$ cat src/rtl/mips_run_monitor.sv
// Run controller and result checker for the MIPS pipeline top: sequences the DUT
// reset, bounds the run length, decides pass/fail/timeout and logs recent stores.
module mips_run_monitor #(
  parameter int unsigned        ADDR_W     = 32,
  parameter int unsigned        DATA_W     = 32,
  parameter int unsigned        RST_CYCLES = 2,
  parameter int unsigned        MAX_CYCLES = 20,
  parameter int unsigned        CNT_W      = 16,
  parameter int unsigned        LOG_DEPTH  = 8,
  parameter logic [ADDR_W-1:0]  PASS_ADDR  = 84,
  parameter logic [DATA_W-1:0]  PASS_DATA  = 7,
  localparam int unsigned       PW         = $clog2(LOG_DEPTH)
) (
  input  logic              clk,
  input  logic              reset,
  output logic              dut_reset,
  input  logic              memwrite,
  input  logic [ADDR_W-1:0] dataaddr,
  input  logic [DATA_W-1:0] writedata,
  input  logic [ADDR_W-1:0] pc,
  output logic              done,
  output logic              pass,
  output logic              fail,
  output logic              timeout,
  output logic [CNT_W-1:0]  cycle_count,
  output logic [CNT_W-1:0]  store_count,
  output logic [PW:0]       log_count,
  input  logic [PW-1:0]     log_rd_idx,
  output logic [ADDR_W-1:0] log_rd_addr,
  output logic [DATA_W-1:0] log_rd_data
);

  typedef enum logic [2:0] {
    S_HOLD,
    S_RUN,
    S_PASS,
    S_FAIL,
    S_TIMEOUT
  } state_e;

  state_e                    state_q, state_d;
  logic [CNT_W-1:0]          hold_q;
  logic                      dut_reset_q;
  logic                      done_q, pass_q, fail_q, timeout_q;
  logic [CNT_W-1:0]          cycle_q, store_q;
  logic [PW:0]               logcnt_q;
  logic [PW-1:0]             wr_ptr_q;
  logic [ADDR_W+DATA_W-1:0]  log_q [LOG_DEPTH];

  logic                      sig_store;
  logic                      pc_misaligned;
  logic                      log_we;
  logic                      pc_unused_bits;
  logic [PW-1:0]             rd_ptr;

  assign sig_store      = memwrite && (dataaddr == PASS_ADDR);
  assign pc_misaligned  = |pc[1:0];
  assign pc_unused_bits = ^pc[ADDR_W-1:2];
  assign log_we         = !reset && (state_q == S_RUN) && memwrite;

  // Store verdict outranks a misaligned PC, which outranks the cycle bound.
  always_comb begin
    state_d = state_q;
    case (state_q)
      S_HOLD: if (hold_q == CNT_W'(RST_CYCLES - 1)) state_d = S_RUN;
      S_RUN: begin
        if (sig_store)
          state_d = (writedata == PASS_DATA) ? S_PASS : S_FAIL;
        else if (pc_misaligned)
          state_d = S_FAIL;
        else if (cycle_q == CNT_W'(MAX_CYCLES - 1))
          state_d = S_TIMEOUT;
      end
      default: state_d = state_q;
    endcase
  end

  always_ff @(posedge clk) begin
    if (reset) begin
      state_q     <= S_HOLD;
      hold_q      <= '0;
      dut_reset_q <= 1'b1;
      done_q      <= 1'b0;
      pass_q      <= 1'b0;
      fail_q      <= 1'b0;
      timeout_q   <= 1'b0;
      cycle_q     <= '0;
      store_q     <= '0;
      logcnt_q    <= '0;
      wr_ptr_q    <= '0;
    end else begin
      state_q     <= state_d;
      dut_reset_q <= (state_d == S_HOLD);
      done_q      <= (state_d == S_PASS) || (state_d == S_FAIL) || (state_d == S_TIMEOUT);
      pass_q      <= (state_d == S_PASS);
      fail_q      <= (state_d == S_FAIL);
      timeout_q   <= (state_d == S_TIMEOUT);
      if (state_q == S_HOLD) hold_q <= hold_q + 1'b1;
      if (state_q == S_RUN) begin
        cycle_q <= cycle_q + 1'b1;
        if (memwrite) begin
          wr_ptr_q <= wr_ptr_q + 1'b1;
          if (store_q != '1) store_q <= store_q + 1'b1;
          if (logcnt_q != (PW+1)'(LOG_DEPTH)) logcnt_q <= logcnt_q + 1'b1;
        end
      end
    end
  end

  always_ff @(posedge clk) begin
    if (log_we) log_q[wr_ptr_q] <= {dataaddr, writedata};
  end

  // Index 0 is the entry just behind the write pointer; wrap is implicit in PW bits.
  assign rd_ptr = wr_ptr_q - PW'(1) - log_rd_idx;

  always_comb begin
    log_rd_addr = '0;
    log_rd_data = '0;
    if ({1'b0, log_rd_idx} < logcnt_q) begin
      {log_rd_addr, log_rd_data} = log_q[rd_ptr];
    end
  end

  assign dut_reset   = dut_reset_q;
  assign done        = done_q;
  assign pass        = pass_q;
  assign fail        = fail_q;
  assign timeout     = timeout_q;
  assign cycle_count = cycle_q;
  assign store_count = store_q;
  assign log_count   = logcnt_q;

endmodule

$ cat config.mk
export PLATFORM = sky130hd
export DESIGN_NAME = mips_run_monitor
export DESIGN_NICKNAME = d
export VERILOG_FILES = /design/src/rtl/mips_run_monitor.sv
export SDC_FILE = /design/constraint.sdc
export NUM_CORES = 1
export LEC_CHECK = 0
export CORE_ASPECT_RATIO = 1.75
export CORE_MARGIN = 3
export CORE_UTILIZATION = 45
export CTS_CLUSTER_DIAMETER = 50
export CTS_CLUSTER_SIZE = 16
export DETAILED_ROUTE_END_ITERATION = 8
export SYNTH_ARGS = -nofsm -noshare
export SYNTH_HDL_FRONTEND = slang
export SYNTH_SLANG_ARGS = --single-unit
$ cat constraint.sdc
create_clock -name clk -period 11.1 [get_ports clk]
set_clock_uncertainty 0.1 [all_clocks]
set_input_delay 1.665 -clock clk [delete_from_list [all_inputs] [get_ports clk]]
set_output_delay 1.665 -clock clk [all_outputs]
set_load 0.02 [all_outputs]
* Word-level counts from Yosys, hierarchy flattened
Memory sizes are Yosys's and may differ from the RTL's. Cells that the tools add are included.
Word-level totals: register bits 63, RAM bits 512, bits of input ports 102, logic and storage cells 52, memories 1
Cells by class: add/subtract/negate cells 7, $lt $le $gt $ge 1, eq/ne operators 10, mux-type cells 10, reductions and logical operators 12
Memories:
- log_q | words 8, bits a word 64, rd ports 1, clocked after memory_dff 0, wr ports 1, RTL line 48 | logic [ADDR_W+DATA_W-1:0] log_q [LOG_DEPTH];
Operators by type and width (number):
- $mux 32 | 2
- $add 16x1->16 const B | 3
- $eq 32x3->1 const B | 1
- $eq 32x7->1 const B | 1
- $eq 16x1->1 const B | 1
- $eq 16x5->1 const B | 1
- $ne 16x16->1 const B | 1
- $mux 3 | 4
- $eq 3x2->1 const B | 2
- $logic_not 3->1 | 2
- $pmux 3 s2 | 1
- $reduce_and 3->1 | 2
- $add 4x1->4 const B | 1
- $lt 3x4->1 | 1
- $ne 4x4->1 const B | 1
- $add 3x1->3 const B | 1
- $eq 3x1->1 const B | 1
- $eq 3x3->1 const B | 1
- $logic_and 1x1->1 | 3
- $mux 1 | 3
- $sub 3x1->3 const B | 1
- $sub 3x3->3 | 1
- $logic_or 1x1->1 | 2
- $reduce_and 2->1 | 1
- other kinds (2) | 2

* Depth between registers and ports, before layout
Gate-level depths: netlist of the first run.
word-level depth 8, mapped depth 9, depth with buffers taken out 8

* Least setup slack after synthesis of the first run
Ideal clock, no wire load.
path kind input-to-reg, start in reset, end mem log_q[2][0] in the netlist's numbering, enable pin, setup time 0.565 ns, arrival time 6.397 ns, required time 10.435 ns, slack 4.039 ns, stages on the path 4, buffers on the path 1, path through buf_2 nor2_1 nand2_1 nor3_1
On the way: cells in the longest elaborated chain, start to end 5
RTL lines:
- from (decl) | RTL line 15 | input logic reset,
- $logic_not 1->1 | RTL line 59 | assign log_we = !reset && (state_q == S_RUN) && memwrite;
- $logic_and 1x1->1 (2 in a row) | RTL line 59
- $mux 1 | RTL line 111 | if (log_we) log_q[wr_ptr_q] <= {dataaddr, writedata};
- $mux 1 (not written as such) | RTL line 111
- to (decl) | RTL line 48
No other way between the ends.

* Worst setup path in the final report of the first run
start in log_rd_idx[0], end out log_rd_addr[7]
On the way: cells in the longest elaborated chain, start to end 3
RTL lines:
- from (decl) | RTL line 28 | input logic [PW-1:0] log_rd_idx,
- $sub 3x3->3 | RTL line 115 | assign rd_ptr = wr_ptr_q - PW'(1) - log_rd_idx;
- $mem_v2 8x64
- $mux 32 (*) | RTL line 120 | if ({1'b0, log_rd_idx} < logcnt_q) begin
- to (decl) | RTL line 29 | output logic [ADDR_W-1:0] log_rd_addr,
Every way passes the cells marked *; elsewhere a longest branch is shown, timed or not.

==> flow_summary.toml, run 1 <==
[finish]
fill_cells = 4022
area_delta_synth_final_pct = 17.2
drive_gt1_share_pct = 15.7
final_util_pct = 53.7
seq_area_um2 = 16600
fin_nets = 1548
multi_input_area_um2 = 5640

[pwr]
power.total_uw = 4720
seq_power_share_pct = 51.3
power.switching_uw = 1170
p_leak_uw = 0.00830
max-vdd-ir-drop_mv = 0.117
p_comb_share_pct = 17.4
pwr_density_cell_nw_per_um2 = 179
power_frac_clock_pct = 31.3
sw_frac_of_total_pct = 24.8
p_int_uw = 3550

[status]
outcome = "finished, final reports clean"

[timing]
max_freq_ghz = 0.132
finalSetupViolations = 0
finalMaxSlewViolations = 0
layout_min_cycle_time_ps = 7560
finalCritPeriodShare_pct = 68.1
final_hold_viol_count = 0
tightest_slew_ps = 1130
fin_tns_setup_ps = 0
rsz0062_at_grt = "false"
fin_ws_ps = 3540
slew_headroom_pct = 24.4
hold_slack_ps = 389

[worst_setup_path]
crit_slowest_cell = "buf_4"
path_cells = "clkdlybuf4s50_1, inv_1, ha_4, inv_1, fa_4, xnor2_1, xor2_4, buf_4, nand2_1, a21oi_1, clkdlybuf4s50_1"
worstPathRequired_ps = 9340
cp.arrival_ps = 5790
cp-start-kind = "input pin"
end_kind = "output pin"
crit_type = "input pin to output pin"
cp_max_fo = 50
critical_path.max_stage_delay_ps = 730

[yosys]
synth-seq-cells = 575
yosys.area_share.simple_pct = 6.99
synthAdderAreaFrac_pct = 0.646
syn_inst = 1250
yosys_warnings = 0
synth_top_area_share_pct = 68.5
synth_top_family_by_area = "multiplexers"
yosys.cell_count.top_type = "edfxtp_1"
yosysTopAreaCell = "edfxtp_1"
ys.flop_type = "edfxtp_1"
yosysSeqAreaShare_pct = 74.1
syn-num-nets = 1363
synth_compound_area_share_pct = 2.11
async_flop_share_pct = 0
synth.cell_area_um2 = 22500
ys_top_cells_by_count = "edfxtp_1, nand2_1, mux4_2"
synth_area_leaders = "edfxtp_1, mux4_2, dfxtp_1, nand2_1, a21oi_1"
ys_types = 48
synthMuxAreaShare_pct = 12.9
synth-xor-area-share_pct = 1.95
synth_edf_count = 512
synth_area_per_cell_um2 = 18.0

[floorplan]
die_h_um = 301
die_area_um2 = 52700
ios = 207
initial_utilization_pct = 45.8
die_w_um = 175
rows = 107
core_area_um2 = 49000

[place]
post-dp-hpwl_mm = 28.5
gp_congestion = 0.765
dpl_worst_slack_ps = 3480
port_buffers = 176

[clock_network]
cts_resized = 0
cts_buffer_depth = 3
cts_root_buffer = "clkbuf_16"
htreeDepth = 2
cts_buffers = 44
cts_tree = "done"
cts_hold_buf = 0
insertion_delay_ps = 550
cts_sinks = 575
post_cts_buffers = 0
clk_pin_slew_ps = 70

[global_routing]
grt_pass1_wl_mm = 78.1
grt_max_degree = 65
grt_pass1_vias = 12900
antenna_found_initial = 1
grt.total_usage_pct = 19.5
grt.overflow.total = 0

[flow_run]
maxCapViolations = 0

[worst_hold_path]
min-delay-path-class = "register to register"

[route]
dr.pass1.iters = 5
viasPerCell = 5.56
vias = 11700
drt_iter0_drc = 718
drc = 0
routed_wl_mm = 50.6
antenna_left = 0
post_drt_wl_per_cell_um = 24.0
cells by family (layout without fill, tap and decap cells):
| logic type | count (synthesis) | in the layout |
|---|---|---|
| flops | 575 | 575 |
| simple gates | 331 | 331 |
| mux | 130 | 130 |
| compound gates | 85 | 85 |
| buf+inv | 68 | 273 |
| xor+xnor | 50 | 50 |
| fa+ha+maj | 11 | 11 |
| other cells | 0 | 2 |
worst max-delay path: cells and delay by family:
kind / cells / cell delay, ps
buffers and inverters: 5 / 1980
xor gates and xnor gates: 2 / 1020
adders and majority gates: 2 / 550
AOI/OAI and AO/OA: 1 / 410
and+or+nand+nor: 1 / 100
metrics by stage:
stage / std cells / area, um^2
floorplan: 1250 / 22500
global placement: 2043 / 25000
detailed placement: 2043 / 25000
CTS: 2109 / 26300
global route: 2110 / 26300
finish: 2111 / 26300
per-layer routing:
metal	global-route usage [%]	wire length (um)
met1	24.0	19600
met2	35.5	27200
met3	3.10	2380
met4	5.65	1400
met5	0	0
final timing paths:
path | startpoint | slack (ps) | cells after the start | endpoint
worst max-delay path | log_rd_idx[0] | 3540 | 11 | log_rd_addr[7]
worst min-delay path | wr_ptr_q[1] | 390 | 2 | wr_ptr_q[1]
worst max register to register | state_q[0] | 7280 | 6 | log_q[7][26]
worst min register to register | wr_ptr_q[1] | 390 | 2 | wr_ptr_q[1]
power groups by stage:
stage	logic (uW)	clock network, uW	registers, uW
after floorplan	551	0	2480
after global placement	835	0	2470
after detailed placement	839	0	2470
after CTS	842	1520	2420
after global routing	894	1600	2420
final	819	1480	2420
registers in the layout (all words and copies together) (netlist names), 3 cells and up:
| register | cells |
|---|---|
| wr_ptr_q | 3 |
| store_count | 16 |
| hold_q | 16 |
| log_q | 512 |
| state_q | 3 |
| cycle_count | 16 |
| log_count | 4 |
cell type report:
class | count | area share, %
Antenna cell | 2 | 0.0190
Clock inverter | 8 | 0.228
Inverter | 11 | 0.157
Timing Repair Buffer | 196 | 7.25
Sequential cell | 575 | 63.2
Multi-Input combinational cell | 607 | 21.4
Clock buffer | 58 | 4.56
Tap cell | 654 | 3.11
cell usage in the layout, fill, tap and decap left out, types with 2 or more instances in the layout:
| cell type | Yosys | routed |
|---|---|---|
| edfxtp_1 | 512 | 512 |
| clkdlybuf4s50_1 | 0 | 175 |
| nand2_1 | 157 | 157 |
| mux4_2 | 128 | 128 |
| a21oi_1 | 73 | 73 |
| nor2_1 | 70 | 63 |
| dfxtp_1 | 63 | 63 |
| clkbuf_16 | 0 | 46 |
| xor2_1 | 30 | 29 |
| buf_4 | 1 | 20 |
| xnor2_1 | 20 | 19 |
| nand3_1 | 18 | 18 |
| nand4_1 | 15 | 15 |
| nor4_1 | 14 | 14 |
| inv_1 | 11 | 11 |
| clkbuf_1 | 40 | 11 |
| and4_1 | 10 | 10 |
| and3_1 | 10 | 10 |
| ha_1 | 10 | 9 |
| nor3_1 | 10 | 8 |
| nor2_4 | 0 | 7 |
| o21ai_0 | 5 | 5 |
| clkinv_1 | 0 | 4 |
| nand2b_1 | 3 | 3 |
| nor3_2 | 1 | 3 |
| and2_1 | 3 | 3 |
| or3_1 | 3 | 3 |
| nor4_2 | 3 | 3 |
| diode_2 | 0 | 2 |
| mux2i_1 | 2 | 2 |
| nor4b_2 | 2 | 2 |
Note: power is estimated with default switching activity, not from simulation.
==> run 2, diff against run 1 <==
- PLACE_DENSITY: default -> 0.67
- clock period: 11.1 -> 6.8 ns (I/O delays scaled with it)
==> flow_summary.toml, run 2 (synthesis gave the netlist of run 1 again) <==
[status]
outcome = "finished, final reports clean"

[route]
viasPerCell = 5.54
routed_wl_mm = 50.2
antenna_left = 0
post_drt_wl_per_cell_um = 23.7
dr.pass1.iters = 5
drt_iter0_drc = 848
vias = 11700
drc = 0

[timing]
max_freq_ghz = 0.171
slew_headroom_pct = 27.0
rsz0062_at_grt = "false"
finalSetupViolations = 0
tightest_slew_ps = 1090
finalMaxSlewViolations = 0
layout_min_cycle_time_ps = 5830
fin_tns_setup_ps = 0
hold_slack_ps = 402
final_hold_viol_count = 0
finalCritPeriodShare_pct = 85.8

[pwr]
p_int_uw = 5820
p_comb_share_pct = 17.8
sw_frac_of_total_pct = 24.6
p_leak_uw = 0.00837
power_frac_clock_pct = 30.9
max-vdd-ir-drop_mv = 0.207
seq_power_share_pct = 51.2
power.switching_uw = 1900
pwr_density_cell_nw_per_um2 = 292
power.total_uw = 7720

[worst_setup_path]
cp-start-kind = "input pin"
cp_max_fo = 40
crit_buf_inv = 5
crit_slowest_cell = "xnor2_2"
path_cells = "clkdlybuf4s50_1, inv_1, ha_4, inv_1, fa_4, xnor2_1, xnor2_2, buf_12, nand2_1, a21oi_1, clkdlybuf4s50_1"
end_kind = "output pin"
critical_path.max_stage_delay_ps = 840
cp.arrival_ps = 4710
crit_type = "input pin to output pin"
cp_top_family = "buffers and inverters"
worstPathRequired_ps = 5680

[clock_network]
cts_sinks = 575
cts_hold_buf = 0
htreeDepth = 2
insertion_delay_ps = 550
clk_pin_slew_ps = 60
cts_tree = "done"
cts_root_buffer = "clkbuf_16"
post_cts_buffers = 0
cts_buffer_depth = 3
cts_resized = 0
cts_buffers = 43

[floorplan]
die_h_um = 301
core_area_um2 = 49000
die_w_um = 175
die_area_um2 = 52700
ios = 207
rows = 107
initial_utilization_pct = 45.8

[finish]
fin_cells = 2116
multi_input_area_um2 = 5640
final_cell_mix = "edfxtp_1, clkdlybuf4s50_1, nand2_1, mux4_2, a21oi_1"
drive_gt1_share_pct = 16.2
fin_nets = 1556
final_common_cell = "edfxtp_1"
seq_area_um2 = 16600
largest_reg_flops = 512
top_register = "log_q"
n_antenna_cell = 0
area_delta_synth_final_pct = 17.8
final_util_pct = 54.0
fill_cells = 3936

[global_routing]
grt.total_usage_pct = 19.2
use_met3_pct = 3.31
grt_max_degree = 65
use_met2_pct = 34.6
antenna_found_initial = 0
grt_pass1_vias = 12700
grt_busiest_layer = "met2"
grt_pass1_wl_mm = 77.0
grt.met1_usage_pct = 23.8
grt.overflow.total = 0

[place]
place_inst = 2052
gp_congestion = 0.762
post-dp-hpwl_mm = 29.3
port_buffers = 176

[worst_hold_path]
min-delay-path-class = "register to register"

[flow_run]
maxCapViolations = 0
==> run 2: changes by cell type in the layout (fill, tap and decap cells not counted), moves of 2 or more <==
cell,before,now
diode_2,2,0
buf_4,20,22
clkbuf_1,11,13
buf_12,0,7
clkinv_1,4,1
==> run 2: metrics by stage <==
step           setup WS, ps  area, um^2
2_1_floorplan           384       22500
3_3_place_gp            933       25200
3_5_place_dp            870       25200
4_1_cts                 877       26400
5_1_grt                 769       26400
6_report                966       26400
==> run 2: power groups by stage <==
stage                     sequential [uW]  clock [uW]  combinational, uW
after CTS                            3950        2440               1410
after global routing                 3960        2570               1500
final                                3950        2390               1370
after detailed placement             4030           0               1400
after floorplan                      4050           0                899
after global placement               4030           0               1390
==> run 2: final cells by class <==
cell class	instances	share of cell area [%]
flip-flops and latches	575	62.9
multi-input cells	607	21.3
repair buffers	205	7.80
clock buffers	58	4.44
well taps	654	3.09
clock inverters	6	0.270
inverters	11	0.156
==> run 2: path summary, 6_finish.rpt <==
kind                         end           from  slack, ps  depth (start not counted)
setup / recovery  log_rd_addr[1]  log_rd_idx[0]        970                         11
hold reg to reg      wr_ptr_q[1]    wr_ptr_q[1]        400                          2
setup reg to reg    log_q[7][32]     state_q[0]       3330                          6
hold / removal       wr_ptr_q[1]    wr_ptr_q[1]        400                          2
==> run 2: layer usage <==
layer	routed length (um)	part of all wire (%)
met1	19300	39
met2	26500	53
met3	2810	5.6
met4	1460	2.9
met5	0	0
==> run 2: worst register-to-register path, cell delays in order (launching register included) <==
cell     delay, ps
dfxtp_1        520
nor3b_4        430
nand2_1        260
nor2_1         180
nand2_1        220
nor2_4         570
buf_4          770
==> run 3, diff against run 2 <==
- CTS_BUF_LIST: default -> sky130_fd_sc_hd__clkbuf_8
- PLACE_DENSITY: 0.67 -> default
- clock period: 6.8 -> 5.6 ns (I/O delays scaled with it)
==> flow_summary.toml, run 3 (synthesis gave the netlist of run 1 again) <==
[worst_hold_path]
min-delay-path-class = "register to register"
hp-start = "wr_ptr_q[1]"
hold_depth = 2

[floorplan]
die_area_um2 = 52700
rows = 107
die_w_um = 175
initial_utilization_pct = 45.8
ios = 207
die_h_um = 301
core_area_um2 = 49000

[status]
outcome = "finished, final reports clean"

[global_routing]
grt_pass1_wl_mm = 77.7
grt_pass1_vias = 12600
antenna_found_initial = 5
grt.total_usage_pct = 19.6
grt_max_degree = 65
grt.overflow.total = 0

[worst_setup_path]
end_kind = "output pin"
cp_max_fo = 49
critPathLaunch = "log_rd_idx[0]"
r2r-end = "log_q[5][57]"
cp-start-kind = "input pin"
regToRegStartpoint = "state_q[0]"
cp.arrival_ps = 4080
rrSetupSlack_ps = 2200
crit_end = "log_rd_addr[19]"
worst_r2r_path_depth = 6
worstPathRequired_ps = 4660
crit_type = "input pin to output pin"

[route]
drt_iter0_drc = 782
drc = 0
post_drt_wl_per_cell_um = 24.0
dr.pass1.iters = 5
routed_wl_mm = 50.8
viasPerCell = 5.52
vias = 11700
antenna_left = 0

[finish]
top_register = "log_q"
final_common_cell = "edfxtp_1"
fin_nets = 1557
final_cell_area_um2 = 26000
drive_gt1_share_pct = 16.6
fin_cells = 2116
area_delta_synth_final_pct = 16.0
largest_reg_flops = 512
final_cell_mix = "edfxtp_1, clkdlybuf4s50_1, nand2_1, mux4_2, a21oi_1"

[timing]
max_freq_ghz = 0.199
slew_headroom_pct = 31.1
hold_slack_ps = 399
finalCritPeriodShare_pct = 89.7
layout_min_cycle_time_ps = 5020
final_hold_viol_count = 0
rsz0062_at_grt = "false"
tightest_slew_ps = 1030
fin_tns_setup_ps = 0
finalMaxSlewViolations = 0
finalSetupViolations = 0

[clock_network]
htreeDepth = 2
insertion_delay_ps = 590
cts_resized = 0
cts_root_buffer = "clkbuf_8"
cts_sinks = 575
cts_tree = "done"
cts_hold_buf = 0
cts_buffers = 44
post_cts_buffers = 0
clk_pin_slew_ps = 90
cts_buffer_depth = 3

[place]
port_buffers = 176
post-dp-hpwl_mm = 29.1
place_inst = 2052
post_dp_cell_area_um2 = 25300
gp_congestion = 0.779

[pwr]
power_frac_clock_pct = 25.0
p_comb_share_pct = 19.4
power.total_uw = 8630
max-vdd-ir-drop_mv = 0.354
seq_power_share_pct = 55.6
sw_frac_of_total_pct = 25.8
p_int_uw = 6400
power.switching_uw = 2230
p_leak_uw = 0.00820
pwr_density_cell_nw_per_um2 = 331

[flow_run]
maxCapViolations = 0
## run 3: cell count changes in the layout (fill, tap and decap cells not counted), moves of 2 or more
cell | before | now
clkbuf_1 | 13 | 0
buf_4 | 22 | 17
clkbuf_16 | 45 | 0
buf_12 | 7 | 13
nor3_4 | 1 | 3
clkbuf_8 | 0 | 45
diode_2 | 0 | 2
nor3_2 | 3 | 1
inv_1 | 11 | 19
clkinv_2 | 1 | 3
## run 3: how the worst min path moves through the flow
stage / slack, ps / to
after floorplan: 370 / wr_ptr_q[1]
after global placement: 380 / wr_ptr_q[1]
after detailed placement: 390 / cycle_count[1]
after CTS: 410 / wr_ptr_q[1]
after global routing: 420 / wr_ptr_q[1]
final: 400 / wr_ptr_q[1]
## run 3: stage by stage
step                      util [%]  setup WS, ps
after floorplan                  -          1080
after global placement        51.6           605
after detailed placement      51.6           601
after CTS                     53.2           591
after global routing          53.2           494
final                         53.2           575
## run 3: power groups by stage
stage,combinational (uW),sequential (uW),clock (uW)
global route,1820,4810,2390
CTS,1720,4800,2240
detailed placement,1710,4890,0
floorplan,1090,4910,0
finish,1670,4800,2160
global placement,1700,4890,0
## run 3: area by class of cell
class / count / area, um^2
Clock buffer: 45 / 619
Sequential cell: 575 / 16600
Multi-Input combinational cell: 607 / 5650
Antenna cell: 2 / 5.00
Inverter: 11 / 41.3
Fill cell: 4090 / 23000
Timing Repair Buffer: 205 / 2130
Tap cell: 654 / 818
Clock inverter: 17 / 144
## run 3: worst max-delay path: stages
cell and delay, ps:
clkdlybuf4s50_1 430, inv_1 110, ha_4 130, inv_1 50, fa_4 820, buf_12 280, mux4_2 260, nand2_1 50
a21oi_1 350, clkdlybuf4s50_1 700
## run 3: routing by layer
metal | global-route usage (%) | vias to the layer above | wire length [um]
met5 | 0 | - | 27
met4 | 4.18 | 4 | 932
met3 | 3.17 | 58 | 2500
met2 | 35.6 | 272 | 27200
met1 | 24.8 | 6112 | 20200
li1 | - | 5242 | -
